`config.mk`:
```
export PLATFORM = sky130hd
export DESIGN_NAME = pipelined_cla_addsub
export DESIGN_NICKNAME = d
export VERILOG_FILES = /design/src/rtl/pipelined_cla_addsub.sv
export SDC_FILE = /design/constraint.sdc
export NUM_CORES = 1
export LEC_CHECK = 0
export BUFFER_PORTS_ARGS = -buffer_cell sky130_fd_sc_hd__buf_2
export CAP_MARGIN = 20
export CORE_UTILIZATION = 57
export CTS_CLUSTER_SIZE = 40
export DETAILED_ROUTE_END_ITERATION = 10
export PLACE_DENSITY = 0.89
export SYNTH_ARGS = -nofsm -noshare
export SYNTH_HDL_FRONTEND = slang
export SYNTH_SLANG_ARGS = --single-unit
```
`constraint.sdc`:
```
create_clock -name clk -period 10.5 [get_ports clk]
set_clock_uncertainty 0.15 [all_clocks]
set_input_delay 1.05 -clock clk [delete_from_list [all_inputs] [get_ports clk]]
set_output_delay 1.05 -clock clk [all_outputs]
set_load 0.01 [all_outputs]
```
`src/rtl/pipelined_cla_addsub.sv`:
```
// Pipelined carry-lookahead adder/subtractor: WIDTH bits split into STAGES chunks,
// one chunk per stage, carry registered between stages, flags on the assembled result.
module pipelined_cla_addsub #(
    parameter int WIDTH  = 32,
    parameter int STAGES = 4
) (
    input  logic             clk,
    input  logic             rst,
    input  logic             in_valid,
    output logic             in_ready,
    input  logic [WIDTH-1:0] a,
    input  logic [WIDTH-1:0] b,
    input  logic             sub,
    input  logic             cin,
    output logic             out_valid,
    input  logic             out_ready,
    output logic [WIDTH-1:0] sum,
    output logic             cout,
    output logic             overflow,
    output logic             zero
);
    // WIDTH must be a multiple of STAGES.
    localparam int CW   = WIDTH / STAGES;
    localparam int LAST = STAGES - 1;

    // CW-bit chunk add built from 4-bit groups: each carry inside a group is a
    // lookahead term of the group's carry-in, and the group carry-out feeds the next group.
    function automatic logic [CW:0] cla_chunk(input logic [CW-1:0] x, input logic [CW-1:0] y,
                                              input logic ci);
        logic [CW-1:0] g;
        logic [CW-1:0] p;
        logic [CW:0]   c;
        logic          gg;
        logic          gp;
        g    = x & y;
        p    = x ^ y;
        c    = '0;
        c[0] = ci;
        for (int i = 0; i < CW; i += 4) begin
            gg = 1'b0;
            gp = 1'b1;
            for (int j = 0; j < 4; j++) begin
                if (i + j < CW) begin
                    gg         = g[i+j] | (p[i+j] & gg);
                    gp         = gp & p[i+j];
                    c[i+j+1]   = gg | (gp & c[i]);
                end
            end
        end
        return {c[CW], p ^ c[CW-1:0]};
    endfunction

    // Handshake: a beat moves on a rising edge when in_valid && in_ready (input side)
    // or out_valid && out_ready (output side); adv freezes every stage together.
    logic adv;

    logic [STAGES-1:0] v_q;
    logic [STAGES-1:0] v_in;
    logic [STAGES-1:0] c_q;
    logic [STAGES-1:0] c_in;
    logic [STAGES-1:0] c_nx;
    logic [WIDTH-1:0]  a_q  [STAGES];
    logic [WIDTH-1:0]  b_q  [STAGES];
    logic [WIDTH-1:0]  s_q  [STAGES];
    logic [WIDTH-1:0]  a_in [STAGES];
    logic [WIDTH-1:0]  b_in [STAGES];
    logic [WIDTH-1:0]  s_in [STAGES];
    logic [WIDTH-1:0]  s_nx [STAGES];
    logic              ovf_nx;
    logic              ovf_q;
    logic              zero_q;

    assign adv       = !out_valid || out_ready;
    assign in_ready  = adv;
    assign out_valid = v_q[LAST];
    assign sum       = s_q[LAST];
    assign cout      = c_q[LAST];
    assign overflow  = ovf_q;
    assign zero      = zero_q;

    always_comb begin
        // Stage 0 sees the prepared operands; later stages see the skewed copies
        // and the partial sum assembled so far.
        a_in[0] = a;
        b_in[0] = sub ? ~b : b;
        c_in[0] = sub | cin;
        s_in[0] = '0;
        v_in[0] = in_valid;
        for (int k = 1; k < STAGES; k++) begin
            a_in[k] = a_q[k-1];
            b_in[k] = b_q[k-1];
            c_in[k] = c_q[k-1];
            s_in[k] = s_q[k-1];
            v_in[k] = v_q[k-1];
        end
        for (int k = 0; k < STAGES; k++) begin
            s_nx[k] = s_in[k];
            {c_nx[k], s_nx[k][k*CW +: CW]} =
                cla_chunk(a_in[k][k*CW +: CW], b_in[k][k*CW +: CW], c_in[k]);
        end
        // Carry into the MSB recovered from the MSB's own sum bit.
        ovf_nx = a_in[LAST][WIDTH-1] ^ b_in[LAST][WIDTH-1] ^ s_nx[LAST][WIDTH-1] ^ c_nx[LAST];
    end

    always_ff @(posedge clk) begin
        if (rst) begin
            v_q       <= '0;
            s_q[LAST] <= '0;
            c_q[LAST] <= 1'b0;
            ovf_q     <= 1'b0;
            zero_q    <= 1'b0;
        end else if (adv) begin
            v_q <= v_in;
            for (int k = 0; k < LAST; k++) begin
                a_q[k] <= a_in[k];
                b_q[k] <= b_in[k];
                s_q[k] <= s_nx[k];
                c_q[k] <= c_nx[k];
            end
            // Output registers only move for a real beat so bubbles leave them intact.
            if (v_in[LAST]) begin
                s_q[LAST] <= s_nx[LAST];
                c_q[LAST] <= c_nx[LAST];
                ovf_q     <= ovf_nx;
                zero_q    <= (s_nx[LAST] == '0);
            end
        end
    end
endmodule

```
### Word level (Yosys, flattened, before mapping)

Memory sizes are Yosys's and may differ from the RTL's.
Cells that the tools add are included.

* bits in writable memories: 384
* bits of input ports: 70
* memories kept: 3
* output and inout port bits: 37
* register bits after elaboration: 10
* logic and storage cells: 179

* bitwise operators: 155
* reduce and logical (&&, ||, !) cells: 5
* multiplexer cells: 11

Memories
* a_q: words 4, bits a word 32, rd ports 3, clocked after memory_dff 0, wr ports 3, line 62 `logic [WIDTH-1:0] a_q [STAGES];`
* b_q: words 4, bits a word 32, rd ports 3, clocked after memory_dff 0, wr ports 3, line 63 `logic [WIDTH-1:0] b_q [STAGES];`
* s_q: words 4, bits a word 32, rd ports 4, clocked after memory_dff 0, wr ports 4, line 64 `logic [WIDTH-1:0] s_q [STAGES];`

Operator list (number)
* 1-bit AND: 80
* 32-bit 2-to-1 mux: 2
* 8-bit bitwise XOR: 8
* 1-bit OR: 58
* 8-bit AND: 4
* 32-bit zero test: 1
* 32-bit inverter: 1
* 1-bit 2-to-1 mux: 9
* 2-bit AND reduction: 2
* 1-bit bitwise XOR: 3
* 1-bit zero test: 1
* 1-bit logical OR: 1
* 1-bit inverter: 1

### Logic depth before layout (Yosys ltp)

Gate-level depths: netlist (run 1).
An unclocked memory read counts as a cell.

* depth in word-level cells: 14
* gate-level depth with buffers: 12
* gate-level depth less buffers: 11

### Worst setup path before layout (run 1)

No wires, ideal clock.

* path type: input to register
* from: input rst
* to: memory a_q[0][10] (enable)
* stages on the path: 2
* slack: 2.352 ns
* arrival: 7.343 ns
* path buffers: 1
* library setup time: 0.655 ns
* required time: 9.695 ns
* cells stage by stage: clkbuf_1 > nor2_1

RTL lines
* start: declaration: line 8 `input logic rst,`
* end: declaration: line 62

==> reports/metrics.yaml, run 1 <==
critical_path:
  r2r_start: "b_q[0][88]"
  critPathKind: "input pin to register"
  critPathLaunch: "sub"
  crit_end: "s_q[0][4]"
  cp-end-kind: "register"
  path_max_fanout: 34
  r2r_setup_slack_ns: 7.22
  critPathArrivalTime_ns: 3.74
  worstPathRequired_ns: 10.64
  r2r-end: "zero"
  r2r_cells: 11
  start_kind: "input pin"
grt:
  grtUsageTotal: 0.1792
  grt_pass1_wl_mm: 17.43
  grt_pass1_vias: 3719
  antenna_found_initial: 0
  grt_max_degree: 78
  grt-ovfl-total: 0
sta:
  hold_viol: 0
  slew_violations: 0
  fmax_mhz: 278.1
  post-route-min-period_ns: 3.595
  tightest_slew_ns: 0.9262
  rsz0062_at_grt: "no"
  setup_violations: 0
  finalSetupTns_ns: 0
  slew_headroom: 0.3825
  period_share: 0.3424
finish:
  final_common_cell: "edfxtp_1"
  nFillCells: 812
  area_growth_pct: 18.34
  final_cell_mix: "edfxtp_1 (179), buf_2 (106), xor2_1 (39)"
  finalNonFillerCells: 753
  final-seq-area_mm2: 0.005515
  nNetsFinal: 677
  multi_input_area_mm2: 0.001836
  post_route_cells_drive_above_1_share: 0.2552
pwr:
  total_power_uw: 1685
  p_per_area_mw_per_mm2: 190.8
  ir_drop_v: 0.0001024
  p_leak_uw: 0.003515
route:
  wl_mm: 11.28
  num_vias: 3817
  drtIter0Drc: 155
  drc: 0
  antenna_left: 0
  routedWlPerCell_um: 14.98
  drt_first_pass_iters: 4
  vias_per_cell: 5.069
synth:
  syn_nets: 555
  ys_ff_latch: 186
  ys_types: 43
  netlist_area_mm2: 0.007463
  synth_edf_count: 179
  ys_warn_count: 0
  ys_seq_area_frac: 0.7390
  synth_async_sr_flop_share: 0
  ys.flop_type: "edfxtp_1"
  synth_cells: 445
  avgSynthCellArea_um2: 16.77
cts:
  postCtsSetupRepairBufs: 0
  ctsLongestPathBuffers: 2
  clkTransAtPathRegs_ns: 0.06
  cts_tree: "built"
  cts-root-buf: "clkbuf_16"
  cts_hold_buffers: 0
  cts_sinks: 186
  cts_buffers: 17
  clock_latency_ns: 0.42
  cts_resized: 0
  h-tree-depth: 4
floorplan:
  die_area_mm2: 0.01355
  rows: 41
  io_pins: 107
  start_util: 0.5890
  core_mm2: 0.01267
  die_w_um: 116.4
  fp.dieH_um: 116.4
flow_run:
  drv_cap: 0
min_path:
  hold_class: "register to register"
place:
  portBuffers: 106
  dp_cells: 720
  gp_congestion: 0.8207
  dp_hpwl_mm: 7.935
outcome:
  status: "completed"
## Yosys cell counts (all sizes together), types with 2 or more instances
library cell / instances / area, um^2
a211oi: 2 / 20.02
nor2: 23 / 86.33
o21ai: 9 / 45.04
o21bai: 2 / 15.01
nor4: 5 / 31.28
nor3: 3 / 15.01
o31ai: 3 / 22.52
fa: 8 / 160.2
nand2b: 4 / 25.02
nand2: 19 / 71.32
xnor2: 11 / 96.34
a21oi: 8 / 40.04
xor2: 39 / 341.6
ha: 32 / 400.4
clkbuf: 4 / 15.01
o21a: 3 / 22.52
buf: 3 / 11.26
a21o: 6 / 45.04
o211ai: 2 / 15.01
nor2b: 3 / 18.77
edfxtp: 179 / 5375
dfxtp: 7 / 140.1
nand4: 2 / 12.51
a31oi: 2 / 12.51
inv: 24 / 90.09
o41ai: 2 / 55.05
and2: 26 / 162.7
## stage by stage
step / worst slack (ns) / hold WS (ns) / utilization / cell area, um^2
final: 6.905 / 0.2639 / 0.6970 / 8832
after global routing: 6.729 / 0.2702 / 0.6969 / 8830
after global placement: 6.575 / 0.2514 / 0.6482 / 8213
after floorplan: 2.352 / 0.2503 / - / 7463
after CTS: 6.918 / 0.2668 / 0.6969 / 8830
after detailed placement: 6.491 / 0.2545 / 0.6503 / 8240
## logic make-up after synthesis
family | after synthesis | synth area share
compound gates | 44 | 0.04526
xor+xnor | 50 | 0.05868
fa+ha+maj | 40 | 0.07510
buf+inv | 32 | 0.01609
flops | 186 | 0.7390
mux | 1 | 0.001341
simple gates | 92 | 0.06454
## report_power, final
| group | leakage [uW] | internal [uW] | switching [uW] |
|---|---|---|---|
| Combinational | 0.00140 | 65.3 | 85.8 |
| Sequential | 0.00182 | 890 | 20.0 |
| Clock | 0.000286 | 356 | 268 |
| Total | 0.00351 | 1310 | 374 |
## layout make-up
cell class	count	area share
Multi-Input combinational cell	227	0.2078
Clock inverter	15	0.01856
Inverter	25	0.01062
Timing Repair Buffer	110	0.06573
Antenna cell	1	0.0002833
Clock buffer	17	0.04817
Sequential cell	186	0.6245
Tap cell	172	0.02437
## sequential cells by signal, indices dropped and copies added, names as in the netlist
| register | count |
|---|---|
| a_q | 48 |
| v_q | 4 |
| c_q | 4 |
| b_q | 48 |
| zero | 1 |
| s_q | 80 |
| overflow | 1 |
## per-layer routing
layer,GRT usage,share of wire,vias up
li1,-,-,1877
met1,0.2110,0.41,1816
met2,0.3156,0.53,113
met3,0.03996,0.043,11
met4,0.07949,0.012,0
met5,0,0,-
## critical path, stage by stage
cell and delay [ns]:
buf_2 0.70, xor2_1 0.29, ha_1 0.28, o21a_1 0.10
o21ai_0 0.20, nand2_1 0.11, and2_1 0.20, o21a_1 0.19
nor2_1 0.13, fa_1 0.43, inv_1 0.06
## how the worst min path moves through the flow
stage	start	endpoint	slack [ns]	depth (start not counted)
2_1_floorplan	a_q[0][16]	a_q[0][48]	0.25	0
3_3_place_gp	b_q[0][27]	b_q[0][59]	0.25	0
3_5_place_dp	a_q[0][20]	a_q[0][52]	0.25	0
4_1_cts	b_q[0][29]	b_q[0][61]	0.27	0
5_1_grt	b_q[0][29]	b_q[0][61]	0.27	0
6_report	b_q[0][29]	b_q[0][61]	0.26	0
(Power assumes the default switching activity.)
==> run 2, diff against run 1 <==
clock period = 3.4 ns   (was 10.5 ns; I/O delays follow)
==> run 2 against run 1 <==
Net effect: critical path depth stayed put; cell count is 3.1% higher; clock-buffer cell count is 3 higher; die area stayed put; via count is 2.8% higher; sequential share of layout area is 1.3 points lower; worst hold slack worse by 0.22 ns; core utilization is 1.5 points higher; power grew to 3.0 times the previous value; sequential power grew to 3.1 times the previous value; non-clock buffer count is 25 higher; highest routed layer unchanged.
==> reports/metrics.yaml, run 2 (synthesis results as in run 1) <==
route:
  route.met3.wl_um: 368
  drt_first_pass_iters: 4
  drtIter0Drc: 227
  drc: 0
  routedWlPerCell_um: 15.16
  antenna_left: 0
  wl_met2_mm: 6.344
  wl_mm: 11.77
  num_vias: 3925
  vias_per_cell: 5.058
  route.layer.met1.wl_mm: 4.749
  dr.max_layer_used: "met4"
finish:
  diodes: 0
  top_register: "s_q"
  post_route_cells_drive_above_1_share: 0.2368
  nFillCells: 827
  final_cell_mix: "edfxtp_1 (179), buf_2 (106), xor2_1 (39)"
  finalNonFillerCells: 776
  largest_register_ffs: 80
  post-route-util: 0.7119
  nNetsFinal: 702
  final_common_cell: "edfxtp_1"
  reg_top3: "s_q (80), a_q (48), b_q (48)"
  area_growth_pct: 20.85
min_path:
  holdPathStages: 2
  hold-path-endpoint: "v_q[0]"
  hold_class: "input pin to register"
  hold_start: "rst"
grt:
  grt_pass1_vias: 3894
  grt_pass1_wl_mm: 18.46
  grt-ovfl-total: 0
  antenna_found_initial: 0
  grtUsageTotal: 0.1911
  grt_max_degree: 148
pwr:
  power.internal_uw: 3970
  p_leak_uw: 0.003581
  combPwrFrac: 0.096
  p_per_area_mw_per_mm2: 564.1
  netSwitchingFraction: 0.2197
  p_clk_frac: 0.352
  total_power_uw: 5088
  power.switching_uw: 1118
  seq_power_share: 0.553
  ir_drop_v: 0.0003865
floorplan:
  io_pins: 107
  die_area_mm2: 0.01355
  rows: 41
  die_w_um: 116.4
  start_util: 0.5890
  fp.dieH_um: 116.4
  core_mm2: 0.01267
sta:
  rsz0062_at_grt: "no"
  finalSetupTns_ns: 0
  setup_violations: 0
  tightest_slew_ns: 0.7615
  hold_slack_ns: 0.04307
  slew_headroom: 0.4924
  fmax_mhz: 310.1
  slew_violations: 0
  hold_viol: 0
  period_share: 0.9484
  post-route-min-period_ns: 3.225
cts:
  postCtsSetupRepairBufs: 0
  cts_buffers: 17
  cts_hold_buffers: 25
  clkTransAtPathRegs_ns: 0.06
  ctsLongestPathBuffers: 2
  clock_latency_ns: 0.42
  cts-root-buf: "clkbuf_16"
  cts_tree: "built"
  cts_resized: 0
  cts_sinks: 186
  h-tree-depth: 4
flow_run:
  drv_cap: 0
critical_path:
  r2r_start: "a_q[0][88]"
  r2r-end: "zero"
  r2r_cells: 11
  critPathKind: "register to register"
  worstPathRequired_ns: 3.60
  cp-end-kind: "register"
  path_max_fanout: 5
  critPathLaunch: "a_q[0][88]"
  r2r_setup_slack_ns: 0.18
  start_kind: "register"
  critPathArrivalTime_ns: 3.43
place:
  gp_congestion: 0.8339
  dp_hpwl_mm: 7.886
  dp_cells: 720
  portBuffers: 106
outcome:
  status: "completed"
-- run 2: cell count changes in the layout (fill, tap and decap cells not counted), sizes merged --
cell,before,now
bufinv,2,1
clkbuf,17,20
clkinv,6,7
clkinvlp,2,3
diode,1,0
dlygate4sd3,0,25
inv,30,25
-- run 2: layout make-up --
| cell class | instances | area [um^2] | area share |
|---|---|---|---|
| flip-flops and latches | 186 | 5515 | 0.6115 |
| multi-input cells | 227 | 1836 | 0.2035 |
| repair buffers | 135 | 823.3 | 0.09127 |
| clock buffers | 20 | 436.7 | 0.04841 |
| well taps | 172 | 215.2 | 0.02386 |
| clock inverters | 11 | 100.1 | 0.01110 |
| inverters | 25 | 93.84 | 0.01040 |
-- run 2: worst max-delay path: stages, from the launching register on --
cell and delay, ns:
edfxtp_1 0.40, ha_1 0.31, a211oi_2 0.08, nor3b_2 0.40, o21a_1 0.27, nor2_1 0.08, fa_1 0.52, nand2_1 0.06
nor3_1 0.13, nand4_1 0.09, or4b_1 0.54, o21ai_1 0.13
-- run 2: metal layers --
layer / track usage / vias up
li1: - / 1924
met2: 0.3416 / 107
met4: 0.1077 / 0
met3: 0.04048 / 24
met5: 0 / -
met1: 0.2122 / 1870
-- run 2: how the worst max path moves through the flow --
| stage | end | slack (ns) | cells after the start |
|---|---|---|---|
| 4_1_cts | zero | 0.20 | 11 |
| 3_3_place_gp | zero | 0.37 | 11 |
| 3_5_place_dp | zero | 0.20 | 11 |
| 6_report | zero | 0.18 | 11 |
| 2_1_floorplan | a_q[0][10] | 0.09 | 2 |
| 5_1_grt | zero | 0.05 | 11 |
-- run 2: metrics by stage --
stage	setup WS, ns	instance area [um^2]
floorplan	0.09249	7471
global placement	0.3663	8233
detailed placement	0.1978	8233
CTS	0.2028	9020
global route	0.05356	9020
finish	0.1753	9020
-- run 2: power groups by stage --
stage	clock [uW]	combinational [uW]	sequential (uW)
after floorplan	0	306	2850
after global placement	0	434	2850
after detailed placement	0	466	2860
after CTS	1810	490	2810
after global routing	1910	545	2830
final	1790	487	2810
==> run 3, diff against run 2 <==
ABC_AREA = 1   (was not set)
PLACE_DENSITY = 0.79   (was 0.89)
==> run 3 against run 2 <==
Net effect: cell count increased by 11%; routed wire length decreased by 3.2%; critical path depth increased by 6; non-clock buffer count up 2; clock-buffer cell count decreased by 2.
==> reports/metrics.yaml, run 3 <==
critical_path:
  r2r_setup_slack_ns: 0.78
  r2r_start: "b_q[0][89]"
  worstPathRequired_ns: 3.60
  critPathKind: "register to register"
  r2r-end: "zero"
  path_max_fanout: 4
  critPathArrivalTime_ns: 2.82
  cp-end-kind: "register"
  r2r_cells: 17
  start_kind: "register"
cts:
  cts_resized: 0
  cts_tree: "built"
  cts-root-buf: "clkbuf_16"
  h-tree-depth: 4
  cts_sinks: 186
  postCtsSetupRepairBufs: 0
  cts_hold_buffers: 25
  ctsLongestPathBuffers: 2
  clkTransAtPathRegs_ns: 0.06
  cts_buffers: 17
  clock_latency_ns: 0.42
finish:
  final_cell_mix: "edfxtp_1 (179), buf_2 (106), nor2_1 (65)"
  area_growth_pct: 21.79
  nNetsFinal: 786
  finalNonFillerCells: 861
  largest_register_ffs: 80
  diodes: 0
  final_common_cell: "edfxtp_1"
  reg_top3: "s_q (80), a_q (48), b_q (48)"
  post_route_cells_drive_above_1_share: 0.2308
  top_register: "s_q"
route:
  drt_first_pass_iters: 5
  drc: 0
  routedWlPerCell_um: 13.23
  drtIter0Drc: 231
  num_vias: 4180
  wl_mm: 11.39
  vias_per_cell: 4.855
  antenna_left: 0
floorplan:
  fp.dieH_um: 117.4
  io_pins: 107
  die_w_um: 117.4
  start_util: 0.5920
  core_mm2: 0.01282
  die_area_mm2: 0.01379
  rows: 41
grt:
  grt-ovfl-total: 0
  grt_max_degree: 49
  antenna_found_initial: 0
  grt_pass1_wl_mm: 18.99
  grt_pass1_vias: 4264
  grtUsageTotal: 0.1832
synth:
  netlist_area_mm2: 0.007592
  synth_most_common_cell: "edfxtp_1"
  synth_edf_count: 179
  ys_types: 27
  ys.flop_type: "edfxtp_1"
  synth.area.top_cells: "edfxtp_1 (71%), ha_1 (5.3%), xor2_1 (5.0%)"
  yosysTopAreaCell: "edfxtp_1"
  ys_warn_count: 0
  netlist_top_cells_count: "edfxtp_1 (179), nor2_1 (66), inv_1 (64), nand2_1 (57), xor2_1 (43)"
  ys_seq_area_frac: 0.7264
  avgSynthCellArea_um2: 14.41
  ys_ff_latch: 186
  synth_cells: 527
  netlist.area_leader.share: 0.7080
  synth_async_sr_flop_share: 0
  syn_nets: 637
sta:
  rsz0062_at_grt: "no"
  finalSetupTns_ns: 0
  slew_violations: 0
  period_share: 0.7701
  hold_slack_ns: 0.04121
  post-route-min-period_ns: 2.619
  fmax_mhz: 381.9
  setup_violations: 0
  slew_headroom: 0.5011
  hold_viol: 0
  tightest_slew_ns: 0.7466
min_path:
  hold_class: "input pin to register"
  hold-path-endpoint: "v_q[3]"
  hold_start: "rst"
  holdPathStages: 2
pwr:
  p_per_area_mw_per_mm2: 579.0
  p_leak_uw: 0.003952
  ir_drop_v: 0.0003292
outcome:
  status: "completed"
flow_run:
  drv_cap: 0
place:
  dp_cells: 804
  dp_hpwl_mm: 7.641
  portBuffers: 106
  gp_congestion: 0.8487
## run 3: cell types whose count changed after synthesis, moves of 5 or more
cell	before	now
inv_1	24	64
a21oi_1	8	13
nand2_1	19	57
nand3_1	1	19
nor2_1	23	66
nor4_1	5	0
xnor2_1	11	5
and2_1	26	0
## run 3: through the flow
step	worst slack [ns]	power, uW	utilization	area (um^2)
2_1_floorplan	0.09299	3206	-	7600
3_3_place_gp	0.9719	3340	0.6541	8389
3_5_place_dp	0.8490	3380	0.6541	8389
4_1_cts	0.7913	5405	0.7210	9246
5_1_grt	0.4873	5587	0.7210	9246
6_report	0.7815	5354	0.7210	9246
## run 3: area by class of cell
type	instances	area, um^2
Multi-Input combinational cell	266	1790
Tap cell	172	215.2
Fill cell	857	3578
Clock inverter	14	177.7
Sequential cell	186	5515
Timing Repair Buffer	137	863.3
Inverter	68	255.2
Clock buffer	18	429.2
## run 3: worst max-delay path by stage
stage	slack, ns	start	end	cells past startpoint
floorplan	0.09	v_q[3]	a_q[0][10]	3
global placement	0.97	a_q[0][89]	zero	17
detailed placement	0.85	a_q[0][89]	zero	17
CTS	0.79	b_q[0][89]	zero	17
global route	0.49	b_q[0][89]	zero	17
finish	0.78	b_q[0][89]	zero	17
## run 3: metal layers
layer / global-route usage / wire [um]
met5: 0 / 0
met3: 0.05885 / 467
met2: 0.3280 / 6247
met4: 0.1055 / 394
met1: 0.1864 / 4281
## run 3: kinds of logic after synthesis
logic type | after synthesis | synth area share
AO/OA/AOI/OAI | 27 | 0.02241
XOR/XNOR | 48 | 0.05537
adder cells (fa/ha/maj) | 40 | 0.07383
buffers and inverters | 75 | 0.03873
flip-flops | 186 | 0.7264
AND/OR/NAND/NOR | 151 | 0.08322
## run 3: critical path: stages, from the launching register on
cell and delay, ns:
edfxtp_1 0.38, ha_1 0.37, nand2_1 0.07, nand2_1 0.07
nand2_1 0.05, nand2_1 0.05, nand2_1 0.06, nand3_2 0.08
inv_1 0.05, fa_1 0.50, nand2_1 0.07, nor2_1 0.11
nand2_1 0.06, nor2_1 0.11, nand3_1 0.08, nor2_1 0.10
nand3_1 0.08, o21bai_1 0.11
## run 3: power breakdown
group	switching (uW)	internal, uW	total [uW]
logic	304	222	525
clock network	782	1220	2000
registers	64.1	2760	2830
total	1150	4200	5350
